--- config.mk ---
export PLATFORM = sky130hd
export DESIGN_NAME = seven_segment_message_scroller
export DESIGN_NICKNAME = d
export VERILOG_FILES = /design/src/rtl/seven_segment_pkg.sv /design/src/rtl/seven_segment_char_rom.sv /design/src/rtl/seven_segment_message_scroller.sv
export SDC_FILE = /design/constraint.sdc
export NUM_CORES = 1
export LEC_CHECK = 0
export CAP_MARGIN = 20
export CORE_MARGIN = 8
export CORE_UTILIZATION = 50
export CTS_CLUSTER_DIAMETER = 30
export DETAILED_ROUTE_END_ITERATION = 6
export GPL_ROUTABILITY_DRIVEN = 0
export GPL_TIMING_DRIVEN = 0
export PLACE_DENSITY = 0.67
export SLEW_MARGIN = 0
export SYNTH_ARGS = -nofsm -noshare
export SYNTH_HDL_FRONTEND = slang
export SYNTH_SLANG_ARGS = --single-unit
export TNS_END_PERCENT = 5
--- constraint.sdc ---
create_clock -name clk -period 5.9 [get_ports clk]
set_clock_uncertainty 0.05 [all_clocks]
set_input_delay 1.18 -clock clk [delete_from_list [all_inputs] [get_ports clk]]
set_output_delay 1.18 -clock clk [all_outputs]
set_load 0.005 [all_outputs]
--- src/rtl/seven_segment_pkg.sv ---
// Shared definitions for the seven-segment message scroller.
// Holds the 5-bit character codes, their active-low segment patterns
// (bit 7 = a ... bit 1 = g, bit 0 = h/dot), the write FSM state type and
// a width helper for counters and pointers.
package seven_segment_pkg;

    typedef logic [4:0] char_t;

    typedef enum logic [1:0] {StIdle, StFill, StCommit} wr_state_e;

    localparam char_t CHAR_0     = 5'd0;
    localparam char_t CHAR_1     = 5'd1;
    localparam char_t CHAR_2     = 5'd2;
    localparam char_t CHAR_3     = 5'd3;
    localparam char_t CHAR_4     = 5'd4;
    localparam char_t CHAR_5     = 5'd5;
    localparam char_t CHAR_6     = 5'd6;
    localparam char_t CHAR_7     = 5'd7;
    localparam char_t CHAR_8     = 5'd8;
    localparam char_t CHAR_9     = 5'd9;
    localparam char_t CHAR_A     = 5'd10;
    localparam char_t CHAR_B     = 5'd11;
    localparam char_t CHAR_C     = 5'd12;
    localparam char_t CHAR_D     = 5'd13;
    localparam char_t CHAR_E     = 5'd14;
    localparam char_t CHAR_F     = 5'd15;
    localparam char_t CHAR_H     = 5'd16;
    localparam char_t CHAR_I     = 5'd17;
    localparam char_t CHAR_L     = 5'd18;
    localparam char_t CHAR_N     = 5'd19;
    localparam char_t CHAR_O     = 5'd20;
    localparam char_t CHAR_P     = 5'd21;
    localparam char_t CHAR_R     = 5'd22;
    localparam char_t CHAR_T     = 5'd23;
    localparam char_t CHAR_U     = 5'd24;
    localparam char_t CHAR_Y     = 5'd25;
    localparam char_t CHAR_MINUS = 5'd26;
    localparam char_t CHAR_BLANK = 5'd31;

    // Active low: a 0 lights the segment. The dot is never lit.
    localparam logic [7:0] SEG_0     = 8'h03;
    localparam logic [7:0] SEG_1     = 8'h9F;
    localparam logic [7:0] SEG_2     = 8'h25;
    localparam logic [7:0] SEG_3     = 8'h0D;
    localparam logic [7:0] SEG_4     = 8'h99;
    localparam logic [7:0] SEG_5     = 8'h49;
    localparam logic [7:0] SEG_6     = 8'h41;
    localparam logic [7:0] SEG_7     = 8'h1F;
    localparam logic [7:0] SEG_8     = 8'h01;
    localparam logic [7:0] SEG_9     = 8'h09;
    localparam logic [7:0] SEG_A     = 8'h11;
    localparam logic [7:0] SEG_B     = 8'hC1;
    localparam logic [7:0] SEG_C     = 8'h63;
    localparam logic [7:0] SEG_D     = 8'h85;
    localparam logic [7:0] SEG_E     = 8'h61;
    localparam logic [7:0] SEG_F     = 8'h71;
    localparam logic [7:0] SEG_H     = 8'hD1;
    localparam logic [7:0] SEG_I     = 8'hF3;
    localparam logic [7:0] SEG_L     = 8'hE3;
    localparam logic [7:0] SEG_N     = 8'hD5;
    localparam logic [7:0] SEG_O     = 8'hC5;
    localparam logic [7:0] SEG_P     = 8'h31;
    localparam logic [7:0] SEG_R     = 8'hF5;
    localparam logic [7:0] SEG_T     = 8'hE1;
    localparam logic [7:0] SEG_U     = 8'h83;
    localparam logic [7:0] SEG_Y     = 8'h89;
    localparam logic [7:0] SEG_MINUS = 8'hFD;
    localparam logic [7:0] SEG_BLANK = 8'hFF;

    // Index width for n entries, never below one bit.
    function automatic int unsigned width_for(input int unsigned n);
        return (n > 1) ? $clog2(n) : 1;
    endfunction

endpackage

--- src/rtl/seven_segment_char_rom.sv ---
// Combinational character decoder.
//   code : 5-bit character code
//   seg  : active-low segment pattern, MSB = a, LSB = h (dot, always off)
// Codes 27..31 decode to blank.
module seven_segment_char_rom
    import seven_segment_pkg::*;
(
    input  logic [4:0] code,
    output logic [7:0] seg
);

    always_comb begin
        seg = SEG_BLANK;
        case (code)
            CHAR_0:     seg = SEG_0;
            CHAR_1:     seg = SEG_1;
            CHAR_2:     seg = SEG_2;
            CHAR_3:     seg = SEG_3;
            CHAR_4:     seg = SEG_4;
            CHAR_5:     seg = SEG_5;
            CHAR_6:     seg = SEG_6;
            CHAR_7:     seg = SEG_7;
            CHAR_8:     seg = SEG_8;
            CHAR_9:     seg = SEG_9;
            CHAR_A:     seg = SEG_A;
            CHAR_B:     seg = SEG_B;
            CHAR_C:     seg = SEG_C;
            CHAR_D:     seg = SEG_D;
            CHAR_E:     seg = SEG_E;
            CHAR_F:     seg = SEG_F;
            CHAR_H:     seg = SEG_H;
            CHAR_I:     seg = SEG_I;
            CHAR_L:     seg = SEG_L;
            CHAR_N:     seg = SEG_N;
            CHAR_O:     seg = SEG_O;
            CHAR_P:     seg = SEG_P;
            CHAR_R:     seg = SEG_R;
            CHAR_T:     seg = SEG_T;
            CHAR_U:     seg = SEG_U;
            CHAR_Y:     seg = SEG_Y;
            CHAR_MINUS: seg = SEG_MINUS;
            default:    seg = SEG_BLANK;
        endcase
    end

endmodule

--- src/rtl/seven_segment_message_scroller.sv ---
// Time-multiplexed, scrolling, blinking driver for a common-anode
// seven-segment display fed from a double-buffered message store.
//   clk, reset_n        : clock, asynchronous active-low reset
//   wr_valid/wr_ready   : character write handshake
//   wr_char, wr_last    : character code; wr_last commits the message
//   scroll_en, blink_en : level-sensitive mode enables
//   abcdefgh, digit     : registered active-low segment / digit drives
//   busy                : a partial message sits in the shadow buffer
module seven_segment_message_scroller
    import seven_segment_pkg::*;
#(
    parameter int unsigned DIGITS      = 8,
    parameter int unsigned MSG_DEPTH   = 16,
    parameter int unsigned REFRESH_DIV = 16,
    parameter int unsigned SCROLL_DIV  = 24,
    parameter int unsigned BLINK_DIV   = 25
) (
    input  logic              clk,
    input  logic              reset_n,
    input  logic              wr_valid,
    output logic              wr_ready,
    input  logic [4:0]        wr_char,
    input  logic              wr_last,
    input  logic              scroll_en,
    input  logic              blink_en,
    output logic [7:0]        abcdefgh,
    output logic [DIGITS-1:0] digit,
    output logic              busy
);

    localparam int unsigned PTR_W = width_for(MSG_DEPTH);
    localparam int unsigned LEN_W = PTR_W + 1;
    localparam int unsigned IDX_W = width_for(DIGITS);

    wr_state_e               state_q, state_d;
    logic [PTR_W-1:0]        wr_ptr_q, wr_ptr_d;
    logic [LEN_W-1:0]        len_q, len_d;
    logic [PTR_W-1:0]        offset_q, offset_d;
    logic                    sel_q;
    char_t                   buf_a [MSG_DEPTH];
    char_t                   buf_b [MSG_DEPTH];

    logic [REFRESH_DIV-1:0]  refresh_cnt_q;
    logic [IDX_W-1:0]        scan_idx_q, scan_idx_d;
    logic [SCROLL_DIV-1:0]   scroll_cnt_q;
    logic [BLINK_DIV-1:0]    blink_cnt_q;
    logic                    blink_phase_q;
    logic [7:0]              seg_q, seg_d;
    logic [DIGITS-1:0]       digit_q, digit_d;

    logic                    wr_accept, commit, scroll_tick, scrolling, pos_valid;
    logic [LEN_W-1:0]        pos_sum, pos_wrap;
    logic [PTR_W-1:0]        rd_idx;
    logic [IDX_W-1:0]        pos_rev;
    char_t                   rd_char, sel_char;
    logic [7:0]              sel_seg;

    // Write side: StCommit is the one cycle of back-pressure after a swap.
    // Reset enters it too, so wr_ready rises on the first edge out of reset.
    assign wr_ready  = (state_q != StCommit);
    assign wr_accept = wr_valid && wr_ready;
    assign commit    = wr_accept && (wr_last || (wr_ptr_q == PTR_W'(MSG_DEPTH - 1)));
    assign busy      = (wr_ptr_q != '0);

    always_comb begin
        state_d  = state_q;
        wr_ptr_d = wr_ptr_q;
        unique case (state_q)
            StIdle, StFill: begin
                if (commit) begin
                    state_d  = StCommit;
                    wr_ptr_d = '0;
                end else if (wr_accept) begin
                    state_d  = StFill;
                    wr_ptr_d = wr_ptr_q + 1'b1;
                end
            end
            StCommit: state_d = StIdle;
            default:  state_d = StIdle;
        endcase
    end

    // Shadow buffer is whichever array is not selected for display.
    always_ff @(posedge clk) begin
        if (wr_accept) begin
            if (sel_q) buf_a[wr_ptr_q] <= wr_char;
            else       buf_b[wr_ptr_q] <= wr_char;
        end
    end

    assign scroll_tick = (scroll_cnt_q == '1);
    assign scrolling   = scroll_en && (len_q > LEN_W'(DIGITS));

    always_comb begin
        len_d      = len_q;
        offset_d   = offset_q;
        scan_idx_d = scan_idx_q;
        if (refresh_cnt_q == '1) begin
            scan_idx_d = (scan_idx_q == IDX_W'(DIGITS - 1)) ? '0 : scan_idx_q + 1'b1;
        end
        // A commit on the same edge as a scroll tick restarts at offset 0.
        if (commit) begin
            len_d    = {1'b0, wr_ptr_q} + 1'b1;
            offset_d = '0;
        end else if (scroll_tick && scrolling) begin
            offset_d = (({1'b0, offset_q} + 1'b1) == len_q) ? '0 : offset_q + 1'b1;
        end
    end

    // Window: offset < len and scan_idx < DIGITS < len, so one subtract wraps.
    always_comb begin
        pos_sum   = {1'b0, offset_q} + LEN_W'(scan_idx_q);
        pos_wrap  = (pos_sum >= len_q) ? pos_sum - len_q : pos_sum;
        rd_idx    = scrolling ? PTR_W'(pos_wrap) : PTR_W'(scan_idx_q);
        pos_valid = scrolling || (LEN_W'(scan_idx_q) < len_q);
        rd_char   = sel_q ? buf_b[rd_idx] : buf_a[rd_idx];
        sel_char  = pos_valid ? rd_char : CHAR_BLANK;
    end

    seven_segment_char_rom u_char_rom (
        .code (sel_char),
        .seg  (sel_seg)
    );

    // Position 0 is the leftmost digit, i.e. the MSB of digit.
    always_comb begin
        pos_rev          = IDX_W'(DIGITS - 1) - scan_idx_q;
        digit_d          = '1;
        digit_d[pos_rev] = 1'b0;
        seg_d            = sel_seg;
        if (blink_en && blink_phase_q) begin
            digit_d = '1;
            seg_d   = SEG_BLANK;
        end
    end

    always_ff @(posedge clk or negedge reset_n) begin
        if (!reset_n) begin
            state_q       <= StCommit;
            wr_ptr_q      <= '0;
            len_q         <= '0;
            offset_q      <= '0;
            sel_q         <= 1'b0;
            refresh_cnt_q <= '0;
            scan_idx_q    <= '0;
            scroll_cnt_q  <= '0;
            blink_cnt_q   <= '0;
            blink_phase_q <= 1'b0;
            seg_q         <= SEG_BLANK;
            digit_q       <= '1;
        end else begin
            state_q       <= state_d;
            wr_ptr_q      <= wr_ptr_d;
            len_q         <= len_d;
            offset_q      <= offset_d;
            if (commit) sel_q <= ~sel_q;
            refresh_cnt_q <= refresh_cnt_q + 1'b1;
            scan_idx_q    <= scan_idx_d;
            scroll_cnt_q  <= scroll_cnt_q + 1'b1;
            blink_cnt_q   <= blink_cnt_q + 1'b1;
            if (blink_cnt_q == '1) blink_phase_q <= ~blink_phase_q;
            seg_q         <= seg_d;
            digit_q       <= digit_d;
        end
    end

    assign abcdefgh = seg_q;
    assign digit    = digit_q;

endmodule

**Word level (Yosys, flattened, before mapping)**

Memories as Yosys holds them, arrays and structs flattened.
Cells that the tools add are included.

- Eq/ne operators: 9
- $lt $le $gt $ge: 5
- Reduce and logical (&&, ||, !) cells: 14
- Bitwise gates (word level): 3
- Mux-type cells: 23
- Add/subtract/negate cells: 11

Operator list:

| kind | count |
|---|---|
| $mux 4 | 7 |
| $add 25x1->25 const B | 1 |
| $eq 25x25->1 const B | 1 |
| $add 24x1->24 const B | 1 |
| $eq 24x24->1 const B | 1 |
| $add 16x1->16 const B | 1 |
| $eq 16x16->1 const B | 1 |
| $mux 8 | 2 |
| $add 4x1->5 const B | 2 |
| $mux 5 | 2 |
| $add 4x1->4 const B | 2 |
| $not 8->8 | 1 |
| $mux 1 | 7 |
| $logic_and 1x1->1 | 6 |
| $mux 2 | 3 |
| $add 4x3->5 | 1 |
| $eq 5x5->1 | 1 |
| $ge 5x5->1 | 1 |
| $gt 5x4->1 const B | 1 |
| $lt 3x5->1 | 1 |
| $eq 4x4->1 const B | 1 |
| $lt 3x4->1 const B | 1 |
| $reduce_bool 2->1 | 2 |
| $reduce_bool 4->1 | 1 |
| 15 further kinds | 17 |

- ROM bits: 224
- Flip-flop bits (word level): 101
- Output and inout port bits: 18
- Word-level logic and storage cells: 80
- Memory bits (writable): 160
- Memories kept: 3

Memory list:

| name | words | bits a word | read ports | clocked after Yosys merged registers in | wr ports | line | RTL |
|---|---|---|---|---|---|---|---|
| (name not given) | 32 | 7 | 1 | 0 | 0 | seven_segment_char_rom.sv:14 | `case (code)` |
| buf_a | 16 | 5 | 1 | 0 | 1 | seven_segment_message_scroller.sv:40 | `char_t buf_a [MSG_DEPTH];` |
| buf_b | 16 | 5 | 1 | 0 | 1 | seven_segment_message_scroller.sv:41 | `char_t buf_b [MSG_DEPTH];` |

**Depth between registers and ports, before layout**

An unclocked memory read counts as a cell.

- Word-level depth: 9
- Gate-level depth with buffers: 25
- Depth with buffers taken out: 20

**By module**

A second synthesis with hierarchy kept.

- Cells, all modules: 993
- Area total of the unflattened synthesis: 12081.6 um^2

By module, submodules not included:

| module | times used | area each (um^2) | cells each |
|---|---|---|---|
| seven_segment_message_scroller | 1 | 11594.9 | 923 |
| seven_segment_char_rom | 1 | 486.7 | 70 |

**Worst setup path after synthesis**

OpenSTA, ideal clock, no wires.

- Kind: flip-flop to flip-flop
- From: register offset_q[0]
- To: register seg_q[7] (netlist: abcdefgh[7])
- Library setup time: 94 ps
- Cell stages (with the launch flop): 18
- Data required time: 5756 ps
- Setup slack: 589 ps
- Clock period less this slack: 5311 ps
- Data arrival time: 5167 ps
- Path through: dfrtp_1 > ha_1 > fa_1 > xor2_1 > ha_1 > nand2_1 > o21ai_1 > a21oi_2 > o311ai_2 > buf_4 > mux4_2 > mux2_2 > a311oi_1 > nand4_1 > ha_1 > a22oi_1 > nor3_1 > or4b_1

- Word-level cells in the longest chain between the ends: 9

Ends and longest elaborated chain:

| what | line | RTL |
|---|---|---|
| from (decl) | seven_segment_message_scroller.sv:38 | `logic [PTR_W-1:0] offset_q, offset_d;` |
| from (signal assigned) | seven_segment_message_scroller.sv:155 | `offset_q <= offset_d;` |
| $add 4x3->5 (*) | seven_segment_message_scroller.sv:112 | `pos_sum = {1'b0, offset_q} + LEN_W'(scan_idx_q);` |
| $sub 4x4->4 or $ge 5x5->1 (tied branches) | seven_segment_message_scroller.sv:113 | `pos_wrap = (pos_sum >= len_q) ? pos_sum - len_q : pos_sum;` |
| $mux 4 (*) | seven_segment_message_scroller.sv:113 |  |
| $mux 4 (*) | seven_segment_message_scroller.sv:114 | `rd_idx = scrolling ? PTR_W'(pos_wrap) : PTR_W'(scan_idx_q);` |
| $mem_v2 16x5 (on tied branches) | - |  |
| $mux 5 (*) | seven_segment_message_scroller.sv:116 | `rd_char = sel_q ? buf_b[rd_idx] : buf_a[rd_idx];` |
| $mux 5 (*) | seven_segment_message_scroller.sv:117 | `sel_char = pos_valid ? rd_char : CHAR_BLANK;` |
| $mem_v2 32x7 (*) | - |  |
| $mux 8 (*) | seven_segment_message_scroller.sv:131 | `if (blink_en && blink_phase_q) begin` |
| named net seg_d[7] | seven_segment_message_scroller.sv:48 | `logic [7:0] seg_q, seg_d;` |
| to (signal assigned) | seven_segment_message_scroller.sv:162 | `seg_q <= seg_d;` |
| to (decl) | seven_segment_message_scroller.sv:48 |  |

The timed path passes the listed nets; every way through them passes the cells marked *.
A chain may end at the register's enable or synchronous reset.

**Worst setup path in the final report**

Same ends and word-level chain as after synthesis.

==> impl_metrics.py <==
metrics = {
    "yosys": {
        "syn_area_per_cell_um2": 12.3,
        "synth_top_area_share_pct": 40.2,
        "ys_warn_count": 0,
        "synth_area_leaders": "edfxtp_1 40%, dfrtp_1 18%, xnor2_1 3.8%",
        "syn_inst": 969,
        "synthFlopType": "edfxtp_1",
        "yosysTopAreaCell": "edfxtp_1",
        "syn_area_um2": 12000,
        "postSynth.asyncResetShare_pct": 38.5,
        "ys_ff_latch": 260,
        "syn_nets": 1009,
        "synth_edf_count": 160,
        "ys_types": 81,
        "ys_seq_area_share_pct": 61.2,
    },
    "worst_setup_path": {
        "cp_slowest_cell": "or4b_1",
        "reg2reg_from": "offset_q[0]",
        "critPathRequiredTime_ps": 6290,
        "startpoint_type": "register",
        "cp_max_fo": 19,
        "critical_path_arrival_ps": 5980,
        "r2r_cells": 20,
        "cp-end-kind": "register",
        "crit_chain": "ha_1 -> fa_1 -> xor2_2 -> ha_2 -> nand2_1 -> o21a_1 -> o211ai_4 -> o211a_1 -> buf_6 -> buf_6 -> clkbuf_4 -> mux2i_1 -> a32oi_1 -> and3_1 -> nor4_4 -> and2_2 -> ha_1 -> nand3_2 -> and2_0 -> or4b_1",
        "r2r_slack_ps": 310,
        "path_class": "reg -> reg",
        "crit_start": "offset_q[0]",
        "crit_path_max_incr_delay_ps": 510,
    },
    "run_status": {
        "status": "complete, no violations",
    },
    "layout": {
        "layout_commonest_cell": "edfxtp_1",
        "diodes": 0,
        "nets": 1104,
        "stdcell_area_um2": 14700,
        "mostFrequentLayoutCells": "160 x edfxtp_1, 116 x nand2_1, 84 x dfrtp_1, 62 x nand3_1, 57 x nor2_1",
        "final_cells": 1425,
        "area_growth_pct": 22.7,
        "drive_gt1_share_pct": 15.6,
    },
    "place": {
        "dp_hpwl_mm": 19.6,
        "place_inst": 1317,
        "pre_cts_ws_ps": -763,
        "postPlaceCellArea_um2": 12700,
        "place.port_buffers": 27,
    },
    "global_routing": {
        "grt_pass1_vias": 8246,
        "grt_pass1_wl_mm": 45.7,
        "overflow": 0,
        "antenna_found_initial": 0,
        "grt_max_degree": 52,
        "gr-usage-all-layers_pct": 20.5,
    },
    "sta": {
        "hold_viol": 0,
        "slew_headroom_pct": 27.1,
        "rsz0062_at_grt": "no",
        "fin_ws_ps": 307,
        "setup_viol": 0,
        "final_max_slew_viol_count": 0,
        "finalCritPeriodShare_pct": 94.8,
        "layout_min_cycle_time_ps": 5590,
        "fmax_ghz": 0.179,
        "worst_pin_slew_ps": 1090,
        "hold_slack_ps": 409,
    },
    "detailed_routing": {
        "drt-total-wl_mm": 29.2,
        "drt-initial-drc-count": 803,
        "drc": 0,
        "final_antenna_net_count": 0,
        "wl_per_cell_um": 20.5,
        "dr.pass1.iters": 5,
        "vias_per_cell": 5.81,
        "num_vias": 8273,
    },
    "worst_hold_path": {
        "worstHoldPathType": "reg -> reg",
        "hold_path_depth": 1,
        "hold_start": "scroll_cnt_q[10]",
    },
    "clock_network": {
        "h-tree-depth": 2,
        "cts_root_buf": "clkbuf_16",
        "cts-buffers-inserted": 52,
        "cts_sinks": 260,
        "clk_latency_ps": 540,
        "cts_hold_buf": 0,
        "cts_buffer_depth": 3,
        "cts_tree": "built",
        "cts.clk_slew.worst_paths_ps": 40,
    },
    "power_and_ir_drop": {
        "power_w": 0.00573,
        "ir_drop_mv": 0.248,
        "leakagePower_nw": 5.76,
        "powerDensity_nw_per_um2": 390,
    },
    "floorplanning": {
        "rows": 56,
        "start_util_pct": 51.0,
        "io_pins": 29,
        "die_h_um": 171,
        "coreArea_um2": 23500,
        "die_area_um2": 29100,
        "die_w_um": 171,
    },
    "job": {
        "timing.max_cap.violations": 0,
    },
}
==> final cells by class <==
cell class,instances,area [µm²]
buffer,29,199
multi-input combinational,655,4460
inverter,22,82.6
fill,1783,8790
sequential,260,7330
clock buffer,68,1440
timing repair buffer,44,488
clock inverter,28,287
tap,319,399
==> state kept, by name (all words and copies together), names as in the netlist <==
signal,cells
buf_a,80
refresh_cnt_q,16
buf_b,80
offset_q,4
abcdefgh,7
blink_phase_q,1
scroll_cnt_q,24
scan_idx_q,3
blink_cnt_q,25
len_q,5
state_q,2
sel_q,1
wr_ptr_q,4
digit,8
==> report_power, final <==
group | internal [W] | switching, W
registers | 0.00202 | 0.0000307
logic | 0.000331 | 0.000508
clock network | 0.00192 | 0.000910
total | 0.00428 | 0.00145
==> critical path: cells and delay by family (launching register included) <==
kind	cells	cell delay (ps)
AO/OA/AOI/OAI	4	810
flip-flops	1	450
AND/OR/NAND/NOR	7	1720
multiplexers	1	220
buffers and inverters	3	740
XOR/XNOR	1	190
adder cells (fa/ha/maj)	4	1300
==> through the flow <==
step	setup TNS (ps)	utilization, %
floorplan	0	-
global placement	-12090	53.8
detailed placement	-4420	54.0
CTS	0	62.0
global route	0	62.5
finish	0	62.5
==> Yosys cell counts (all sizes together) (3+ instances only) <==
cell,n
dfrtp,84
inv,21
mux2,9
xnor2,52
o211ai,5
mux2i,34
nand2b,11
o2111a,3
and4,3
nor3,14
a21o,4
o21a,4
nand3b,3
nor4,5
nand2,117
clkbuf,12
a31oi,10
a221oi,13
buf,20
a32oi,5
ha,27
and3,39
dfstp,16
o22ai,5
o21ai,21
nor2,58
or3,4
a2111oi,5
nor2b,6
nand3,64
a21oi,28
xor2,18
a22oi,6
nand4,17
a211oi,18
edfxtp,160
and2,10
==> cells by family (layout without fill, tap and decap cells) <==
group                      after synthesis  after routing  share of synthesized area [%]
AOI/OAI and AO/OA                      152            152                           9.32
xor gates and xnor gates                70             70                           5.13
adders and majority gates               29             29                           3.16
buffers and inverters                   54            191                           2.30
DFF                                    260            260                           61.2
muxes                                   45             45                           4.07
other                                    1              1                         0.0313
and+or+nand+nor                        358            358                           14.7
==> per-layer routing <==
| metal | vias to the layer above | GRT usage (%) | part of all wire, % |
|---|---|---|---|
| met5 | - | 0 | 0 |
| met4 | 0 | 9.99 | 4.2 |
| met3 | 80 | 4.22 | 7.3 |
| met2 | 331 | 31.6 | 46 |
| met1 | 4033 | 27.2 | 43 |
| li1 | 3829 | - | - |
==> timing repair <==
action | 4_1_cts | 5_1_grt
endpoints found under the hold margin | 0 | 0
pin swaps | 5 | 4
resized for setup | 11 | 18
buffers inserted | 9 | 2
setup endpoints to repair | 7 | 7
==> worst paths after layout <==
path / end
min in group asynchronous: refresh_cnt_q[4]
worst max register to register: abcdefgh[7]
worst max-delay path: abcdefgh[7]
worst min-delay path: scroll_cnt_q[10]
max in group asynchronous: state_q[1]
worst min register to register: scroll_cnt_q[10]
Power figures use the tool's default switching activity.
